[config.mk]
export PLATFORM = sky130hd
export DESIGN_NAME = data_bus_ctrl
export DESIGN_NICKNAME = d
export VERILOG_FILES = /design/src/rtl/data_bus_ctrl.sv
export SDC_FILE = /design/constraint.sdc
export NUM_CORES = 1
export LEC_CHECK = 0
export BUFFER_PORTS_ARGS = -buffer_cell sky130_fd_sc_hd__buf_2
export CAP_MARGIN = 10
export CORE_MARGIN = 8
export CORE_UTILIZATION = 46
export DETAILED_ROUTE_END_ITERATION = 6
export PLACE_DENSITY_LB_ADDON = 0.3
export REMOVE_ABC_BUFFERS = 1
export SKIP_LAST_GASP = 1
export SYNTH_ARGS = -nofsm -noshare
export SYNTH_HDL_FRONTEND = slang
export SYNTH_SLANG_ARGS = --single-unit
[constraint.sdc]
create_clock -name Clock -period 5.29 [get_ports Clock]
set_clock_uncertainty 0.1 [all_clocks]
set_input_delay 0.2645 -clock Clock [delete_from_list [all_inputs] [get_ports Clock]]
set_output_delay 0.2645 -clock Clock [all_outputs]
set_load 0.02 [all_outputs]
[src/rtl/data_bus_ctrl.sv]
// Data-side bus controller behind the Memory stage: routes processor loads/stores
// to word RAM (fixed read latency, stalls the pipeline) or to zero-wait MMIO.
module data_bus_ctrl #(
  parameter int WORD_SIZE     = 16,
  parameter int RAM_ADDR_BITS = 8,
  parameter int RAM_LATENCY   = 2,
  parameter int LED_BITS      = 10,
  parameter int SW_BITS       = 10
) (
  input  logic                     Clock,
  input  logic                     Reset,
  input  logic [WORD_SIZE-1:0]     DataAddr,
  input  logic [WORD_SIZE-1:0]     DataOut,
  input  logic                     ReadData,
  input  logic                     WriteData,
  output logic [WORD_SIZE-1:0]     DataIn,
  output logic                     DataWaitreq,
  output logic [RAM_ADDR_BITS-1:0] RamAddr,
  output logic [WORD_SIZE-1:0]     RamWrData,
  output logic                     RamWe,
  input  logic [WORD_SIZE-1:0]     RamRdData,
  input  logic [SW_BITS-1:0]       SW,
  output logic [LED_BITS-1:0]      LEDR
);

  typedef enum logic [1:0] {
    S_IDLE = 2'd0,
    S_WAIT = 2'd1,
    S_RESP = 2'd2
  } state_t;

  localparam logic [3:0] LAT_M1     = 4'(RAM_LATENCY - 1);
  localparam logic [3:0] REG_RAM    = 4'h0;
  localparam logic [3:0] REG_LED    = 4'h1;
  localparam logic [3:0] REG_SW     = 4'h3;
  localparam logic [3:0] REG_TIMER  = 4'h4;

  state_t                   state_q;
  logic [3:0]               cnt_q;
  logic [RAM_ADDR_BITS-1:0] addr_q;
  logic [LED_BITS-1:0]      led_q;
  logic [15:0]              timer_q;
  logic [15:0]              timer_d;

  logic [3:0]               region;
  logic [RAM_ADDR_BITS-1:0] ram_index;
  logic                     idle_req;
  logic                     wr_req;
  logic                     rd_req;
  logic                     ram_rd;
  logic                     ram_wr;
  logic [WORD_SIZE-1:0]     mmio_rdata;
  logic                     unused_addr_bits;

  assign region    = DataAddr[WORD_SIZE-1 -: 4];
  assign ram_index = DataAddr[RAM_ADDR_BITS-1:0];
  // RAM region bits above the index are don't-care: those addresses alias.
  assign unused_addr_bits = ^DataAddr[WORD_SIZE-5:RAM_ADDR_BITS];

  // Requests are only accepted in IDLE; a write always wins over a simultaneous read.
  assign idle_req = (state_q == S_IDLE) && !Reset;
  assign wr_req   = idle_req && WriteData;
  assign rd_req   = idle_req && ReadData && !WriteData;
  assign ram_rd   = rd_req && (region == REG_RAM);
  assign ram_wr   = wr_req && (region == REG_RAM);

  always_comb begin
    timer_d = timer_q + 16'd1;
    if (wr_req && (region == REG_TIMER)) begin
      timer_d = 16'd0;
    end else begin
      timer_d = timer_q + 16'd1;
    end
  end

  always_comb begin
    mmio_rdata = '0;
    case (region)
      REG_LED:   mmio_rdata = WORD_SIZE'(led_q);
      REG_SW:    mmio_rdata = WORD_SIZE'(SW);
      REG_TIMER: mmio_rdata = WORD_SIZE'(timer_q);
      default:   mmio_rdata = '0;
    endcase
  end

  always_ff @(posedge Clock) begin
    if (Reset) begin
      state_q <= S_IDLE;
      cnt_q   <= 4'd0;
      addr_q  <= '0;
      led_q   <= '0;
      timer_q <= 16'd0;
    end else begin
      timer_q <= timer_d;
      if (wr_req && (region == REG_LED)) begin
        led_q <= DataOut[LED_BITS-1:0];
      end
      case (state_q)
        S_IDLE: begin
          if (ram_rd) begin
            addr_q  <= ram_index;
            cnt_q   <= LAT_M1;
            state_q <= (RAM_LATENCY == 1) ? S_RESP : S_WAIT;
          end
        end
        S_WAIT: begin
          // Counter holds the WAIT cycles still to run including this one.
          cnt_q <= cnt_q - 4'd1;
          if (cnt_q <= 4'd1) begin
            state_q <= S_RESP;
          end
        end
        S_RESP:  state_q <= S_IDLE;
        default: state_q <= S_IDLE;
      endcase
    end
  end

  // Bus outputs: IDLE responses are combinational so MMIO and writes never stall.
  always_comb begin
    DataIn      = '0;
    DataWaitreq = 1'b0;
    RamAddr     = '0;
    RamWrData   = '0;
    RamWe       = 1'b0;
    if (Reset) begin
      DataIn      = '0;
      DataWaitreq = 1'b0;
    end else begin
      case (state_q)
        S_IDLE: begin
          if (ram_rd) begin
            DataWaitreq = 1'b1;
            RamAddr     = ram_index;
          end else if (ram_wr) begin
            RamWe     = 1'b1;
            RamAddr   = ram_index;
            RamWrData = DataOut;
          end else if (rd_req) begin
            DataIn = mmio_rdata;
          end else begin
            DataIn = '0;
          end
        end
        S_WAIT: begin
          DataWaitreq = 1'b1;
          RamAddr     = addr_q;
        end
        S_RESP: begin
          DataIn  = RamRdData;
          RamAddr = addr_q;
        end
        default: begin
          DataIn      = '0;
          DataWaitreq = 1'b0;
        end
      endcase
    end
  end

  assign LEDR = led_q;

endmodule

==> results of run 1 <==
==> logic make-up after synthesis <==
logic type	after synthesis	synth area share, %
buffers and inverters	27	5.01
AO/OA/AOI/OAI	62	19.2
flip-flops	40	33.7
AND/OR/NAND/NOR	135	29.1
XOR/XNOR	11	4.06
multiplexers	11	4.64
adder cells (fa/ha/maj)	8	4.22
==> power by group through the flow <==
stage	clock [mW]	sequential [mW]	combinational (mW)
final	0.217	0.329	0.194
after global routing	0.235	0.331	0.216
after CTS	0.224	0.329	0.195
after detailed placement	0	0.336	0.194
after global placement	0	0.334	0.189
after floorplan	0	0.333	0.127
==> registers in the layout, summed over array words and instances (netlist names) <==
| signal | cells |
|---|---|
| LEDR | 10 |
| addr_q | 8 |
| state_q | 2 |
| timer_q | 16 |
| cnt_q | 4 |
==> worst register-to-register path, stage by stage, from the launching register on <==
cell and delay [ns]:
dfxtp_1 0.35, inv_1 0.11, ha_1 0.37, nand3b_4 0.13
or4b_1 0.80, mux2i_1 0.25, nor2_1 0.06
==> cell type report <==
type / instances / area share [%]
inverter: 10 / 1.24
timing repair buffer: 110 / 18.2
tap: 70 / 2.88
clock buffer: 7 / 3.17
multi-input combinational: 227 / 48.1
sequential: 40 / 26.4
==> stage by stage <==
step	instances	total power, mW	cell area (um^2)	setup WS [ns]
2_1_floorplan	277	0.460	2290	2.72
3_3_place_gp	457	0.523	2940	2.56
3_5_place_dp	457	0.530	2940	2.52
4_1_cts	464	0.748	3040	2.19
5_1_grt	464	0.783	3040	1.98
6_report	464	0.741	3040	2.18
==> placed cells by master, fill, tap and decap left out, types with 2 or more instances in the layout <==
cell type    n
and3_1       2
mux2i_1     11
o21ai_0      4
buf_2      109
dfxtp_1     40
ha_1         8
and2_1      17
nand4_1      2
nor2_1      52
or2_2        2
a22oi_1     23
or3_1        4
nand3_1      5
nand2b_1     3
nor4_1       3
inv_1       10
nand4b_1     2
a32oi_1      2
a221o_1     10
xnor2_1     10
clkbuf_8     7
nand2_1     22
nor3_1       5
nor2_2       2
a21oi_1     13
a31oi_1      3
nor2b_1      3
==> layer usage <==
metal  global-route usage [%]  routed length, um  vias to the layer above
met5                        0                  0                        -
met4                     2.97                 36                        0
met3                     5.25                529                        5
met2                     29.1               3260                       93
met1                     23.3               3130                     1135
li1                         -                  -                     1235
==> how the worst min path moves through the flow <==
stage / depth (start not counted) / from / to
floorplan: 1 / Reset / addr_q[0]
global placement: 2 / addr_q[1] / addr_q[1]
detailed placement: 2 / addr_q[1] / addr_q[1]
CTS: 3 / DataOut[5] / LEDR[5]
global route: 3 / DataOut[5] / LEDR[5]
finish: 3 / DataOut[4] / LEDR[4]
==> impl_results.md, run 1 <==
* Die Footprint at 7720 um^2
* Synth warn at 0
* Sw power at 0.231 mW
* Worst R2R Setup Slack at 2.98 ns
* Status: finished clean
* Input/output buffers at 109
* Fillers at 487
* Avg WL per Cell at 15.0 um
* Worst Hold Class: in -> reg
* Clk buf depth at 2
* CP max FO at 10
* Leakage at 1.38 nW
* Row cnt at 26
* Most numerous cell in the Yosys netlist: nor2_1
* Antenna Cells at 0
* RSZ-0062 raised after global routing: false
* Int Pwr at 0.509 mW
* Final Util at 60.2%
* Most frequently used flop master after synthesis: dfxtp_1
* Setup TNS at 0 ns
* Vias at 2468
* Sw frac at 31.2%
* Pwr/cell area at 244 nW/um^2
* Max_slew headroom at 33.2%
* Largest cells by area after synthesis: dfxtp_1 34%, nor2_1 8.2%, a22oi_1 7.3%
* Storage cell area at 801 um^2
* Pre-antenna DRT Iters at 4
* Seq/Total Area, Yosys at 33.7%
* Hold_buf cts at 0
* Clock power frac at 29.3%
* Initial Util at 47.1%
* Global route overflow at 0
* Reg2reg path depth at 6
* CTS HTree Levels at 2
* First-pass GRT wire length at 11300 um
* Initial antenna violation count at 0
* Reg clk slew, reported paths at 0.07 ns
* Critical path type: reg -> out
* Hold Slack at 0.116 ns
* Clk root buf: clkbuf_8
* CP Capture Type: primary output
* Worst-skew pair later-pin latency at 0.29 ns
* Reg-to-reg startpoint: state_q[0]
* Global placement routability congestion at 0.772
* Crit start category: register
* Count of final hold-check violations at 0
* Max-cap violation count at 0
* Critical path depth in cells at 6
* Largest net degree at the start of global routing at 39
* Slowest CP cell: nor3_2
* Yosys reg bits at 40
* Synth Cell Area at 2370 um^2
* Most frequent cells after synthesis: 52 x nor2_1, 40 x dfxtp_1, 23 x a22oi_1
* Vias in the first global route at 2447
* Synth area leader: dfxtp_1
* Post-synth EDFFs at 0
* Post-route ant nets at 0
* Kind of cell adding the most delay to the critical path: simple AND/OR/NAND/NOR gates
* Area Overhead vs Synth at 27.9%
* Critical Path Max Stage Delay at 0.75 ns
* Worst Setup EP: DataIn[8]
* CP startpoint: state_q[0]
* CTS buffer count at 5
* Count of cell types in the netlist at 48
* Post-Route WL at 6950 um
* Critical path buffers and inverters at 2
* Post-synth ARST share at 0%
* Multi-input gate area at 1460 um^2
* Max IR drop VDD at 0.121 mV
* R2r endpoint: LEDR[8]
* Post-route clock period utilization at 58.7%
* # resized after CTS at 0
* Vias per Instance at 5.32
* I/O pin total at 114
* Share of cells above drive strength 1 at 32.7%
* First-iteration detailed-routing DRC count at 122
* Syn Inst Count at 294
* Critical Path RT at 4.93 ns
* Final nets at 464
* Synth top area share at 33.7%
* Seq pwr share at 44.4%
* Area of the core at 5040 um^2
* Hpwl dp at 5300 um
* Chip Height at 87.9 um
* Number of setup buffers added after CTS at 0
* Critical path data arrival time at 2.74 ns
* F_max at 0.322 GHz
* Worst-margin pin slew at 0.999 ns
* Final setup fails at 0
* Slew Limit Fails at 0
* Gate power share at 26.2%
* CTS sink count at 40
* Syn_area_per_cell at 8.08 um^2
* GRT Util Overall at 18.0%
* CP Cell Sequence: inv_1, ha_1, nand4bb_1, nor3_2, a221o_1, buf_2
* Final min period at 3.11 ns
* DRC errors left at 0
* CTS tree: built
* Die width at 87.9 um
(Power assumes the default switching activity.)
==> inputs of run 2 (changes only) <==
--- a/config.mk
+++ b/config.mk
@@ -8,7 +8,7 @@
 export BUFFER_PORTS_ARGS = -buffer_cell sky130_fd_sc_hd__buf_2
 export CAP_MARGIN = 10
 export CORE_MARGIN = 8
-export CORE_UTILIZATION = 46
+export CORE_UTILIZATION = 42
 export DETAILED_ROUTE_END_ITERATION = 6
 export PLACE_DENSITY_LB_ADDON = 0.3
 export REMOVE_ABC_BUFFERS = 1
==> constraint.sdc (replaced) <==
create_clock -name Clock -period 2.85 [get_ports Clock]
set_clock_uncertainty 0.1 [all_clocks]
set_input_delay 0.1425 -clock Clock [delete_from_list [all_inputs] [get_ports Clock]]
set_output_delay 0.1425 -clock Clock [all_outputs]
set_load 0.02 [all_outputs]
==> impl_results.md, run 2 (synthesis gave the netlist of run 1 again) <==
* Status: finished clean
* Max-cap violation count at 0 (unchanged)
* Final setup fails at 0 (unchanged)
* Multi-input gate area at 1470 um^2 (+0.86%)
* Count of final hold-check violations at 0 (unchanged)
* F_max at 0.373 GHz
* Kind of cell adding the most delay to the critical path: compound AO/OA/AOI/OAI gates
* Final min period at 2.68 ns
* Slowest CP cell: a211o_1
* Post-Route WL at 7090 um (+1.9%)
* Row cnt at 27 (+3.8%)
* Die Footprint at 8320 um^2 (+7.8%)
* Final Util at 59.0% (-1.2 points)
* Pre-CTS setup slack at 0.406 ns (-2.11 ns)
* Worst-skew pair later-pin latency at 0.29 ns (about the same)
* Largest Register: timer_q
* Avg WL per Cell at 14.7 um (-2.1%)
* First-pass GRT wire length at 11600 um (+2.8%)
* Die width at 91.2 um (+3.8%)
* RSZ-0062 raised after global routing: false
* Worst R2R Setup Slack at 0.47 ns (-2.51 ns)
* CTS sink count at 40 (unchanged)
* Critical path data arrival time at 2.44 ns (-0.30 ns)
* CTS buffer count at 5 (unchanged)
* Worst-margin pin slew at 0.568 ns (-0.431 ns)
* Worst Hold Class: in -> reg
* Storage cell area at 801 um^2 (unchanged)
* Fin cells at 483 (+4.1%)
* CP max FO at 10 (unchanged)
* Initial Util at 43.4% (-3.7 points)
* Crit start category: register
* Hpwl dp at 5450 um (+2.8%)
* Chip Height at 91.2 um (+3.8%)
* Critical Path Max Stage Delay at 0.47 ns (-0.28 ns)
* Vias in the first global route at 2488 (+1.7%)
* Clk root buf: clkbuf_8
* Pwr/cell area at 464 nW/um^2 (+90%)
* Min setup slack post-route at 0.171 ns (-2.01 ns)
* Max IR drop VDD at 0.202 mV (+67%)
* Critical Path RT at 2.61 ns (-2.32 ns)
* Post-route clock period utilization at 94.0%
* Leakage at 1.47 nW (+6.3%)
* GRT Util Overall at 16.7% (-1.3 points)
* Initial antenna violation count at 0 (unchanged)
* Area of the core at 5470 um^2 (+8.5%)
* Max FFs per register at 16 (unchanged)
* CP Capture Type: primary output
* Slew Limit Fails at 0 (unchanged)
* Area Overhead vs Synth at 36.0%
* CP Cell Sequence: inv_1, ha_1, nand4bb_2, a211o_1, nor2_1, a221o_1, buf_2
* Vias at 2497 (+1.2%)
* Input/output buffers at 109 (unchanged)
* Pre-antenna DRT Iters at 4 (unchanged)
* Vias per Instance at 5.17 (-2.8%)
* Post-route ant nets at 0 (unchanged)
* Critical path buffers and inverters at 2 (unchanged)
* Commonest cells after routing, fill and taps aside: 109 x buf_2, 52 x nor2_1, 40 x dfxtp_1
* Antenna Cells at 0 (unchanged)
* CTS HTree Levels at 2 (unchanged)
* First-iteration detailed-routing DRC count at 83 (-32%)
* Max_slew headroom at 62.1% (+29 points)
* Setup TNS at 0 ns (unchanged)
* Global placement routability congestion at 0.749 (-2.9%)
* DRC errors left at 0 (unchanged)
* Final nets at 480 (+3.4%)
* Reg clk slew, reported paths at 0.08 ns (about the same)
* Most common cell after layout, fill and taps aside: buf_2
* I/O pin total at 114 (unchanged)
* CTS tree: built
* Fillers at 508 (+4.3%)
* Largest net degree at the start of global routing at 26 (-33%)
* Global route overflow at 0 (unchanged)
* DP Cell Count at 464 (+1.5%)
* Share of cells above drive strength 1 at 33.1% (+0.35 points)
* Clk buf depth at 2 (unchanged)
* Critical path type: reg -> out
-- run 2: layout make-up --
class / count / area share [%]
Multi-Input combinational cell: 227 / 45.6
Tap cell: 72 / 2.79
Clock inverter: 1 / 0.930
Sequential cell: 40 / 24.8
Timing Repair Buffer: 126 / 21.7
Clock buffer: 7 / 2.98
Inverter: 10 / 1.16
-- run 2: timing repair --
action | 4_1_cts | 5_1_grt
gates resized for setup | 0 | 2
hold endpoints to repair | 11 | 0
hold buffers | 11 | 0
setup endpoints to repair | 0 | 24
setup buffers | 0 | 0
-- run 2: worst paths after layout --
kind / depth (start not counted) / to / startpoint
hold / removal: 3 / LEDR[7] / DataOut[7]
setup / recovery: 7 / DataIn[0] / state_q[0]
setup reg to reg: 6 / LEDR[3] / state_q[0]
hold reg to reg: 2 / addr_q[3] / addr_q[3]
-- run 2: worst register-to-register path, stage by stage, from the launching register on --
cell	delay, ns
dfxtp_1	0.34
inv_1	0.12
ha_1	0.41
nand3b_4	0.15
or4b_1	0.82
mux2i_1	0.27
nor2_1	0.05
-- run 2: routing by layer --
metal	vias to the layer above	global-route usage (%)	routed length, um
met2	81	28.1	3350
met5	-	0	0
met4	0	4.23	89
met3	10	6.26	535
met1	1134	19.5	3110
li1	1272	-	-
-- run 2: where the power goes --
| group | total [mW] | leakage (nW) | internal (mW) | switching, mW |
|---|---|---|---|---|
| Clock | 0.509 | 0.0645 | 0.309 | 0.199 |
| Combinational | 0.381 | 1.08 | 0.160 | 0.221 |
| Sequential | 0.609 | 0.323 | 0.584 | 0.0247 |
-- run 2: stage by stage --
stage	total power, mW	hold WS, ns	area [um^2]
after global placement	0.978	0.286	2980
after global routing	1.58	0.0145	3230
after CTS	1.51	0.00198	3220
after detailed placement	0.988	0.303	2980
final	1.50	0.00822	3230
after floorplan	0.854	0.112	2290
==> inputs of run 3 (changes only) <==
--- a/config.mk
+++ b/config.mk
@@ -11,7 +11,6 @@
 export CORE_UTILIZATION = 42
 export DETAILED_ROUTE_END_ITERATION = 6
 export PLACE_DENSITY_LB_ADDON = 0.3
-export REMOVE_ABC_BUFFERS = 1
 export SKIP_LAST_GASP = 1
 export SYNTH_ARGS = -nofsm -noshare
 export SYNTH_HDL_FRONTEND = slang
==> impl_results.md, run 3 (synthesis gave the netlist of run 1 again) <==
* Global placement routability congestion at 0.836 (+12%)
* Slew Limit Fails at 0 (unchanged)
* DR top layer: met4
* CTS sink count at 40 (unchanged)
* Post-route ant nets at 0 (unchanged)
* Kind of cell adding the most delay to the critical path: buffers and inverters
* Vias at 2514 (+0.68%)
* Critical path buffers and inverters at 4 (+2)
* CP startpoint: state_q[0]
* Die Footprint at 8320 um^2 (unchanged)
* Final Util at 58.3% (-0.66 points)
* Pre-antenna DRT Iters at 5 (+1)
* RSZ-0062 raised after global routing: false
* GRT Util Overall at 17.2% (+0.48 points)
* Share of cells above drive strength 1 at 32.7% (-0.40 points)
* Fillers at 528 (+3.9%)
* CP max FO at 10 (unchanged)
* Max FFs per register at 16 (unchanged)
* Worst-margin pin slew at 0.587 ns (+0.0189 ns)
* Avg WL per Cell at 14.9 um (+1.7%)
* Final nets at 483 (+0.63%)
* Largest net degree at the start of global routing at 33 (+27%)
* Row cnt at 27 (unchanged)
* Die width at 91.2 um (unchanged)
* Post-route clock period utilization at 89.7% (-4.3 points)
* Post-Route WL at 7230 um (+2.1%)
* First-pass GRT wire length at 11900 um (+2.7%)
* Max IR drop VDD at 0.278 mV (+38%)
* R2r endpoint: LEDR[1]
* Vias in the first global route at 2549 (+2.5%)
* CP Cell Sequence: inv_1, ha_1, nand4bb_1, buf_4, nor3_2, buf_4, a221o_1, buf_2
* Chip Height at 91.2 um (unchanged)
* Final setup fails at 0 (unchanged)
* Met1 wire length at 3160 um (+1.5%)
* Reg-to-reg startpoint: state_q[0]
* Global route overflow at 0 (unchanged)
* Max-cap violation count at 0 (unchanged)
* Clk root buf: clkbuf_8
* Final min period at 2.56 ns (-0.123 ns)
* Slowest CP cell: dfxtp_1
* I/O pin total at 114 (unchanged)
* Critical path type: reg -> out
* Critical Path RT at 2.61 ns (about the same)
* CTS tree: built
* Critical Path Max Stage Delay at 0.35 ns (-0.12 ns)
* Status: finished clean
* Hpwl dp at 5500 um (+0.81%)
* DRC errors left at 0 (unchanged)
* Max_slew headroom at 60.9% (-1.3 points)
* Metal3 WL at 532 um (-0.56%)
* CTS buffer count at 5 (unchanged)
* Critical path data arrival time at 2.31 ns (-0.13 ns)
* Worst Setup EP: DataIn[4]
* Vias per Instance at 5.18 (+0.27%)
* Leakage at 1.46 nW (-0.79%)
* Critical path depth in cells at 8 (+1)
* Input/output buffers at 109 (unchanged)
* Antenna Cells at 0 (unchanged)
* Clk buf depth at 2 (unchanged)
* Worst-skew pair later-pin latency at 0.30 ns (about the same)
* F_max at 0.391 GHz (+4.8%)
* CTS HTree Levels at 2 (unchanged)
* Reg clk slew, reported paths at 0.08 ns (about the same)
* Worst Hold Class: in -> reg
* Worst R2R Setup Slack at 0.63 ns (+0.16 ns)
* Synthesized Nets at 364
* Setup TNS at 0 ns (unchanged)
* Area Overhead vs Synth at 34.5%
* First-iteration detailed-routing DRC count at 158 (+90%)
* Reg2reg path depth at 6 (unchanged)
* Most common cell after layout, fill and taps aside: buf_2
* Largest Register: timer_q
* Count of final hold-check violations at 0 (unchanged)
* Area of the core at 5470 um^2 (unchanged)
* Initial antenna violation count at 0 (unchanged)
* CP Capture Type: primary output
* Number of setup buffers added after CTS at 0 (unchanged)
* Pwr/cell area at 426 nW/um^2 (-8.1%)
* Crit start category: register
* Wire length on met2 at 3450 um (+3.0%)
* Initial Util at 43.4% (unchanged)
* Critical Path Most Common Cell: buf_4
* Commonest cells after routing, fill and taps aside: 109 x buf_2, 52 x nor2_1, 40 x dfxtp_1
==> run 3: worst min path at each step <==
stage,from,to,slack (ns),depth (start not counted)
2_1_floorplan,DataAddr[0],addr_q[0],0.18,2
3_3_place_gp,DataOut[4],LEDR[4],0.28,3
3_5_place_dp,DataOut[5],LEDR[5],0.29,3
4_1_cts,DataOut[4],LEDR[4],0.001,3
5_1_grt,DataOut[8],LEDR[8],0.01,3
6_report,DataOut[4],LEDR[4],0.0003,3
==> run 3: tightest hold or removal path, stage by stage <==
cell and delay, ns:
buf_2 0.08, mux2i_1 0.05, nor2_1 0.08
==> run 3: layout make-up <==
class	instances	area, um^2	area share [%]
multi-input combinational	227	1460	45.8
tap	72	90.1	2.82
timing repair buffer	129	726	22.7
clock buffer	6	72.6	2.27
sequential	40	801	25.1
inverter	10	37.5	1.18
clock inverter	1	5.00	0.157
==> run 3: timing repair <==
item	4_1_cts	5_1_grt
resized for setup	0	0
endpoints found under the setup margin	0	0
endpoints found under the hold margin	12	0
hold buffers	12	0
==> run 3: metal layers <==
layer / up-vias / GRT usage (%)
met5: - / 0
met4: 0 / 6.41
met3: 7 / 5.60
met2: 80 / 30.2
met1: 1155 / 18.7
li1: 1272 / -
==> run 3: where the power goes <==
part	internal (mW)	leakage (nW)	total [mW]	switching [mW]
clock network	0.166	0.0410	0.360	0.194
registers	0.584	0.323	0.610	0.0261
logic	0.168	1.09	0.390	0.222
total	0.919	1.46	1.36	0.442
==> run 3: per-stage QoR <==
stage                     instances  worst slack (ns)  hold slack (ns)  total power [mW]  cell area, um^2
after floorplan                 294             0.858            0.178             0.865             2370
after global placement          466             0.711            0.282             0.985             3000
after global routing            485             0.107           0.0108              1.44             3190
final                           485             0.294         0.000259              1.36             3190
after CTS                       485             0.278         0.000964              1.37             3190
after detailed placement        466             0.603            0.294             0.998             3000
